===== config.mk =====
export PLATFORM = sky130hd
export DESIGN_NAME = vga_sync_decoder
export DESIGN_NICKNAME = d
export VERILOG_FILES = /design/src/rtl/vga_timing_pkg.sv /design/src/rtl/sync_edge.sv /design/src/rtl/vga_sync_decoder.sv
export SDC_FILE = /design/constraint.sdc
export NUM_CORES = 1
export LEC_CHECK = 0
export ABC_AREA = 1
export BUFFER_PORTS_ARGS = -buffer_cell sky130_fd_sc_hd__buf_2
export CAP_MARGIN = 20
export CORE_MARGIN = 3
export CORE_UTILIZATION = 44
export CTS_BUF_LIST = sky130_fd_sc_hd__clkbuf_4
export DETAILED_ROUTE_END_ITERATION = 10
export HOLD_SLACK_MARGIN = 0.08
export PLACE_DENSITY = 0.65
export SLEW_MARGIN = 20
export SYNTH_ARGS = -nofsm -noshare
export SYNTH_HDL_FRONTEND = slang
export SYNTH_HIERARCHICAL = 1
export SYNTH_SLANG_ARGS = --single-unit

===== constraint.sdc =====
create_clock -name clk -period 3.6 [get_ports clk]
set_clock_uncertainty 0.1 [all_clocks]
set_input_delay 0.72 -clock clk [delete_from_list [all_inputs] [get_ports clk]]
set_output_delay 0.72 -clock clk [all_outputs]
set_load 0.01 [all_outputs]

===== src/rtl/vga_timing_pkg.sv =====
// vga_timing_pkg: 800x600 timing defaults, frame total derivation and the
// lock FSM state type shared by the sync decoder files.
package vga_timing_pkg;

  localparam int unsigned DEF_H_ACTIVE    = 800;
  localparam int unsigned DEF_H_FP        = 40;
  localparam int unsigned DEF_H_SYNC      = 128;
  localparam int unsigned DEF_H_BP        = 88;
  localparam int unsigned DEF_V_ACTIVE    = 600;
  localparam int unsigned DEF_V_FP        = 1;
  localparam int unsigned DEF_V_SYNC      = 4;
  localparam int unsigned DEF_V_BP        = 23;
  localparam int unsigned DEF_LOCK_FRAMES = 2;

  // Total period of one axis: visible + front porch + sync + back porch.
  function automatic int unsigned timing_total(input int unsigned active,
                                               input int unsigned fp,
                                               input int unsigned sync,
                                               input int unsigned bp);
    return active + fp + sync + bp;
  endfunction

  localparam int unsigned DEF_H_TOTAL =
    timing_total(DEF_H_ACTIVE, DEF_H_FP, DEF_H_SYNC, DEF_H_BP);
  localparam int unsigned DEF_V_TOTAL =
    timing_total(DEF_V_ACTIVE, DEF_V_FP, DEF_V_SYNC, DEF_V_BP);

  typedef enum logic [1:0] {
    UNLOCKED = 2'd0,
    ACQUIRE  = 2'd1,
    LOCKED   = 2'd2
  } lock_state_t;

endpackage


===== src/rtl/sync_edge.sv =====
// sync_edge: stage-1 register of one sync line plus leading-edge detector.
// The sync level is normalised to active-high before edge detection.
module sync_edge #(
  parameter bit ACTIVE_HIGH = 1'b1
) (
  input  logic clk,
  input  logic rst,
  input  logic sync_in,
  output logic lead_edge
);

  logic sync_act;
  logic sync_act_d;

  // capture the sync line and keep one cycle of history for the edge
  always_ff @(posedge clk or negedge rst) begin
    if (!rst) begin
      sync_act   <= 1'b0;
      sync_act_d <= 1'b0;
    end else begin
      sync_act   <= (sync_in == ACTIVE_HIGH);
      sync_act_d <= sync_act;
    end
  end

  assign lead_edge = sync_act & ~sync_act_d;

endmodule


===== src/rtl/vga_sync_decoder.sv =====
// vga_sync_decoder: recovers beam position, timing lock and the pixel stream
// from raw VGA sync and colour inputs. Defining VGA_DECODER_CHECKSUM_EN adds
// a per-frame 16-bit sum of delivered pixels on frame_checksum.
module vga_sync_decoder
  import vga_timing_pkg::*;
#(
  parameter int unsigned H_ACTIVE         = DEF_H_ACTIVE,
  parameter int unsigned H_FP             = DEF_H_FP,
  parameter int unsigned H_SYNC           = DEF_H_SYNC,
  parameter int unsigned H_BP             = DEF_H_BP,
  parameter int unsigned V_ACTIVE         = DEF_V_ACTIVE,
  parameter int unsigned V_FP             = DEF_V_FP,
  parameter int unsigned V_SYNC           = DEF_V_SYNC,
  parameter int unsigned V_BP             = DEF_V_BP,
  parameter bit          SYNC_ACTIVE_HIGH = 1'b1,
  parameter int unsigned LOCK_FRAMES      = DEF_LOCK_FRAMES
) (
  input  logic        clk,
  input  logic        rst,
  input  logic        vga_hs,
  input  logic        vga_vs,
  input  logic [3:0]  vga_r,
  input  logic [3:0]  vga_g,
  input  logic [3:0]  vga_b,
  output logic [10:0] beam_x,
  output logic [9:0]  beam_y,
  output logic        pixel_valid,
  output logic [11:0] pixel_rgb,
  output logic        locked,
  output logic        frame_start,
  output logic [7:0]  error_count,
  output logic [15:0] frame_checksum
);

  localparam logic [10:0] H_TOT   = 11'(timing_total(H_ACTIVE, H_FP, H_SYNC, H_BP));
  localparam logic [10:0] H_LAST  = H_TOT - 11'd1;
  localparam logic [10:0] H_START = 11'(H_SYNC + H_BP);
  localparam logic [10:0] H_END   = 11'(H_SYNC + H_BP + H_ACTIVE - 1);
  localparam logic [9:0]  V_TOT   = 10'(timing_total(V_ACTIVE, V_FP, V_SYNC, V_BP));
  localparam logic [9:0]  V_LAST  = V_TOT - 10'd1;
  localparam logic [9:0]  V_START = 10'(V_SYNC + V_BP);
  localparam logic [9:0]  V_END   = 10'(V_SYNC + V_BP + V_ACTIVE - 1);
  localparam logic [7:0]  LOCK_N  = 8'(LOCK_FRAMES);

  logic        hs_edge, vs_edge;
  logic [11:0] rgb_q;
  logic [10:0] hcnt, hcnt_nx;
  logic [9:0]  vcnt, vcnt_nx;
  logic        line_err, frame_err, any_err;
  logic        in_active, valid_nx;
  logic        err_inc;
  logic [7:0]  clean_cnt, clean_nx;
  lock_state_t state, state_nx;

  sync_edge #(.ACTIVE_HIGH(SYNC_ACTIVE_HIGH)) u_hs_edge (
    .clk       (clk),
    .rst       (rst),
    .sync_in   (vga_hs),
    .lead_edge (hs_edge)
  );

  sync_edge #(.ACTIVE_HIGH(SYNC_ACTIVE_HIGH)) u_vs_edge (
    .clk       (clk),
    .rst       (rst),
    .sync_in   (vga_vs),
    .lead_edge (vs_edge)
  );

  // stage-1 colour register, aligned with the sync stage-1 registers
  always_ff @(posedge clk or negedge rst) begin
    if (!rst) rgb_q <= '0;
    else      rgb_q <= {vga_r, vga_g, vga_b};
  end

  // Position counters. The *_nx values describe the current stage-1 pixel,
  // so the active-area decode uses them rather than the registered counts.
  always_comb begin
    hcnt_nx = hcnt;
    vcnt_nx = vcnt;
    if (hs_edge)             hcnt_nx = '0;
    else if (hcnt != H_TOT)  hcnt_nx = hcnt + 11'd1;
    if (vs_edge)                      vcnt_nx = '0;
    else if (hs_edge && vcnt != V_TOT) vcnt_nx = vcnt + 10'd1;
  end

  // Off-length lines/frames, or a counter stepping into saturation.
  assign line_err  = hs_edge ? (hcnt != H_LAST) : (hcnt == H_LAST);
  assign frame_err = vs_edge ? (vcnt != V_LAST) : (hs_edge && (vcnt == V_LAST));
  assign any_err   = line_err | frame_err;

  assign in_active = (hcnt_nx >= H_START) && (hcnt_nx <= H_END) &&
                     (vcnt_nx >= V_START) && (vcnt_nx <= V_END);
  assign valid_nx  = (state_nx == LOCKED) && in_active;

  // lock FSM next-state; errors are ignored while UNLOCKED
  always_comb begin
    state_nx = state;
    clean_nx = clean_cnt;
    err_inc  = 1'b0;
    case (state)
      UNLOCKED: begin
        if (vs_edge) begin
          state_nx = ACQUIRE;
          clean_nx = '0;
        end
      end
      ACQUIRE: begin
        if (any_err) begin
          state_nx = UNLOCKED;
        end else if (vs_edge) begin
          clean_nx = clean_cnt + 8'd1;
          if (clean_nx == LOCK_N) state_nx = LOCKED;
        end
      end
      LOCKED: begin
        if (any_err) begin
          state_nx = UNLOCKED;
          err_inc  = 1'b1;
        end
      end
      default: state_nx = UNLOCKED;
    endcase
  end

  // FSM state and position counters
  always_ff @(posedge clk or negedge rst) begin
    if (!rst) begin
      state     <= UNLOCKED;
      clean_cnt <= '0;
      hcnt      <= '0;
      vcnt      <= '0;
    end else begin
      state     <= state_nx;
      clean_cnt <= clean_nx;
      hcnt      <= hcnt_nx;
      vcnt      <= vcnt_nx;
    end
  end

  // registered outputs, two cycles behind the input pins
  always_ff @(posedge clk or negedge rst) begin
    if (!rst) begin
      beam_x      <= '0;
      beam_y      <= '0;
      pixel_valid <= 1'b0;
      pixel_rgb   <= '0;
      locked      <= 1'b0;
      frame_start <= 1'b0;
      error_count <= '0;
    end else begin
      if (in_active) begin
        beam_x <= hcnt_nx - H_START;
        beam_y <= vcnt_nx - V_START;
      end
      pixel_valid <= valid_nx;
      pixel_rgb   <= valid_nx ? rgb_q : '0;
      locked      <= (state_nx == LOCKED);
      frame_start <= vs_edge && (state_nx == LOCKED);
      if (err_inc && (error_count != 8'hFF)) error_count <= error_count + 8'd1;
    end
  end

`ifdef VGA_DECODER_CHECKSUM_EN
  logic [15:0] csum_acc;

  // sum delivered pixels; publish and restart at each locked frame boundary
  always_ff @(posedge clk or negedge rst) begin
    if (!rst) begin
      csum_acc       <= '0;
      frame_checksum <= '0;
    end else if (vs_edge && (state == LOCKED)) begin
      frame_checksum <= csum_acc;
      csum_acc       <= '0;
    end else if (state_nx != LOCKED) begin
      csum_acc <= '0;
    end else if (valid_nx) begin
      csum_acc <= csum_acc + {4'h0, rgb_q};
    end
  end
`else
  assign frame_checksum = '0;
`endif

endmodule

==> qor.csv <==
metric,value,unit
initial DRC count,280,
fin nets,679,
footprint of the multi-input gates,2090,um2
cell count after synthesis,589,
Post-synth EDFFs,0,
CP max-delay cell,nor2_2,
first-pass GRT wire length,16.6,mm
ANT cells,0,
sequential power share,58.2,%
# port buffers,59,
Setup TNS,0,ns
cell total after placement,777,
Antenna Nets Post-Route,0,
synthesis warning total,6,
DRC viols,0,
startpoint type of the worst setup path,register,
"commonest non-fill, non-tap cell in the layout",nand2_1,
P per Cell Area,362,nW/um2
type of the tightest min-delay check,register to register,
Switching Share,28.8,%
post-cts resize count,0,
reg2reg setup slack,0.47,ns
fmax,320,MHz
CTS sink cnt,91,
GP Congestion,0.914,
Clk pwr share,26.7,%
wire per inst,12.1,um
Final setup viols,0,
syn_area_per_cell,8.21,um2
initial antenna violation count,0,
switching pwr,0.553,mW
number of synthesized register bits,91,
"Clk Latency, worst-skew pair",0.43,ns
RSZ-0062 raised after global routing,no,
CTS tree,built,
clk slew on worst S/H paths,0.12,ns
crit path buf inv count,2,
"delay-heaviest family, CP",simple AND/OR/NAND/NOR gates,
post-synthesis async set-or-reset flop share,100,%
boundary pin count,76,
vias per cell,4.72,
final hold viol count,0,
Vias,3727,
cell row count,37,
setup repair bufs after CTS,0,
Least-Margin Pin Slew,0.947,ns
crit-path max FO,13,
Internal,1.37,mW
r2r worst-path depth,15,
crit path DAT,3.40,ns
cts hold-fix bufs,0,
Final Critical Period,3.13,ns
H-tree Lvls,3,
mapped cell area,4840,um2
largest net degree at the start of global routing,76,
outcome,completed,
fillers,1016,
Leak Pwr,2.96,nW
Critical R2R Launch,u_hs_edge/sync_act_d$_DFF_PN0_,
Max VDD drop,0.186,mV
Hold WS,0.286,ns
CTS Buf Count,9,
worst r2r dst,beam_x[8]$_DFFE_PN0N_,
FF+latch area,2280,um2
sequential share of the synthesized area,47.1,%
Worst Hold Launch,u_vs_edge/sync_act$_DFF_PN0_,
most frequent cells in the layout,"nand2_1, dfrtp_1, inv_1",
Unique masters post-synth,33,
vias in the first global route,3631,
max-slew violations,0,
Root Buffer,clkbuf_4,
Slew HR,36.9,%
Die Footprint,12300,um2
Die W,111,um
Starting Density,46.0,%
Core Footprint,10500,um2
area added between synthesis and finish,9.65,%
clk buf depth,2,
final wirelength,9.57,mm
drt pass-1 iters,5,
"Req. time, crit path",3.88,ns
hold worst-path end,u_vs_edge/sync_act_d$_DFF_PN0_,
Hold Path Depth,0,
Max Cap Violations,0,
critical path type,register to register,
Most used DFF post-synth,dfrtp_1,
gr ovfl total,0,
crit end category,register,
fin cells,790,
die height,111,um
Worst path max stage delay,0.41,ns
Power Total,1.92,mW
Gate power share,15.0,%
layout cells sized above 1,19.3,%
crit share post-route,86.9,%
detailed placement HPWL,7.24,mm
"Cell Chain, Critical Path",nor2_2 > inv_2 > nor2_2 > nor2_1 > nor2_1 > ha_1 > nand2_1 > nand2_1 > nand2_2 > nand3_1 > nor2_1 > nor2_2 > buf_4 > nand3_1 > nand2_1,
overall routing resource usage,16.3,%
## logic make-up after synthesis
group	Yosys count	synth area share [%]
AOI/OAI and AO/OA	23	3.03
DFF	91	47.1
buffers and inverters	113	11.0
other	1	0.0775
muxes	1	0.233
adders and majority gates	11	2.84
xor gates and xnor gates	24	4.34
and+or+nand+nor	325	31.4
## flip-flops by register name, indices dropped and copies added, names as in the netlist, 2 cells and up
register / count
error_count: 8
beam_y: 10
state: 2
hcnt: 11
pixel_rgb: 12
rgb_q: 12
vcnt: 10
beam_x: 11
clean_cnt: 8
## layout make-up
| type | count | share of cell area (%) |
|---|---|---|
| Clock inverter | 3 | 0.802 |
| Inverter | 87 | 6.16 |
| Timing Repair Buffer | 63 | 6.18 |
| Sequential cell | 91 | 42.9 |
| Multi-Input combinational cell | 400 | 39.3 |
| Tap cell | 136 | 3.21 |
| Clock buffer | 10 | 1.42 |
## layer usage
metal  vias up  part of all wire [%]  global-route usage, %
li1       1914                     -                      -
met1      1711                    49                   22.2
met2        88                    44                   25.3
met3        14                   5.1                   4.31
met4         0                   1.4                   5.50
met5         -                     0                      0
## cell usage after synthesis, types with 3 or more instances
cell type    n  area share [%]
nand2_1    158              12
dfrtp_1     91              47
inv_1       82             6.4
nand3_1     67             6.9
nor2_1      44             3.4
xor2_1      19             3.4
buf_4       18             2.8
nor2_2      16             2.1
o21ai_0     12             1.2
ha_1        11             2.8
nand2_2     10             1.3
nand4_1      9             1.2
buf_6        5             1.2
nor2_4       5             1.2
xnor2_1      5            0.91
a21oi_1      4            0.41
inv_2        4            0.31
nand3_2      4            0.83
nand3b_1     4            0.62
nor3_1       3            0.31
## power groups by stage
stage | clock network [mW] | logic, mW | registers [mW]
2_1_floorplan | 0 | 0.213 | 1.13
3_3_place_gp | 0 | 0.281 | 1.13
3_5_place_dp | 0 | 0.287 | 1.14
4_1_cts | 0.541 | 0.289 | 1.12
5_1_grt | 0.584 | 0.336 | 1.12
6_report | 0.513 | 0.288 | 1.12
## worst reg2reg max path: cells and delay by family (launching register included)
family / cells / cell delay [ns]
adder cells (fa/ha/maj): 1 / 0.26
buffers and inverters: 2 / 0.44
flip-flops: 1 / 0.39
AND/OR/NAND/NOR: 12 / 1.89
## how the worst max path moves through the flow
stage	startpoint	end	slack (ns)	cells after the start
after floorplan	vcnt[0]$_DFF_PN0_	beam_x[10]$_DFFE_PN0N_	1.15	19
after global placement	u_hs_edge/sync_act_d$_DFF_PN0_	beam_x[9]$_DFFE_PN0N_	0.62	15
after detailed placement	u_hs_edge/sync_act_d$_DFF_PN0_	beam_x[8]$_DFFE_PN0N_	0.48	15
after CTS	u_hs_edge/sync_act_d$_DFF_PN0_	beam_x[8]$_DFFE_PN0N_	0.44	15
after global routing	u_hs_edge/sync_act_d$_DFF_PN0_	beam_x[10]$_DFFE_PN0N_	0.09	13
final	u_hs_edge/sync_act_d$_DFF_PN0_	beam_x[8]$_DFFE_PN0N_	0.47	15
## stage by stage
stage | utilization (%) | cell area (um2) | setup slack, ns
floorplan | - | 4890 | 1.15
global placement | 49.4 | 5190 | 0.623
detailed placement | 49.4 | 5190 | 0.476
CTS | 50.5 | 5310 | 0.441
global route | 50.5 | 5310 | 0.0931
finish | 50.5 | 5310 | 0.471
(Power assumes the default switching activity.)
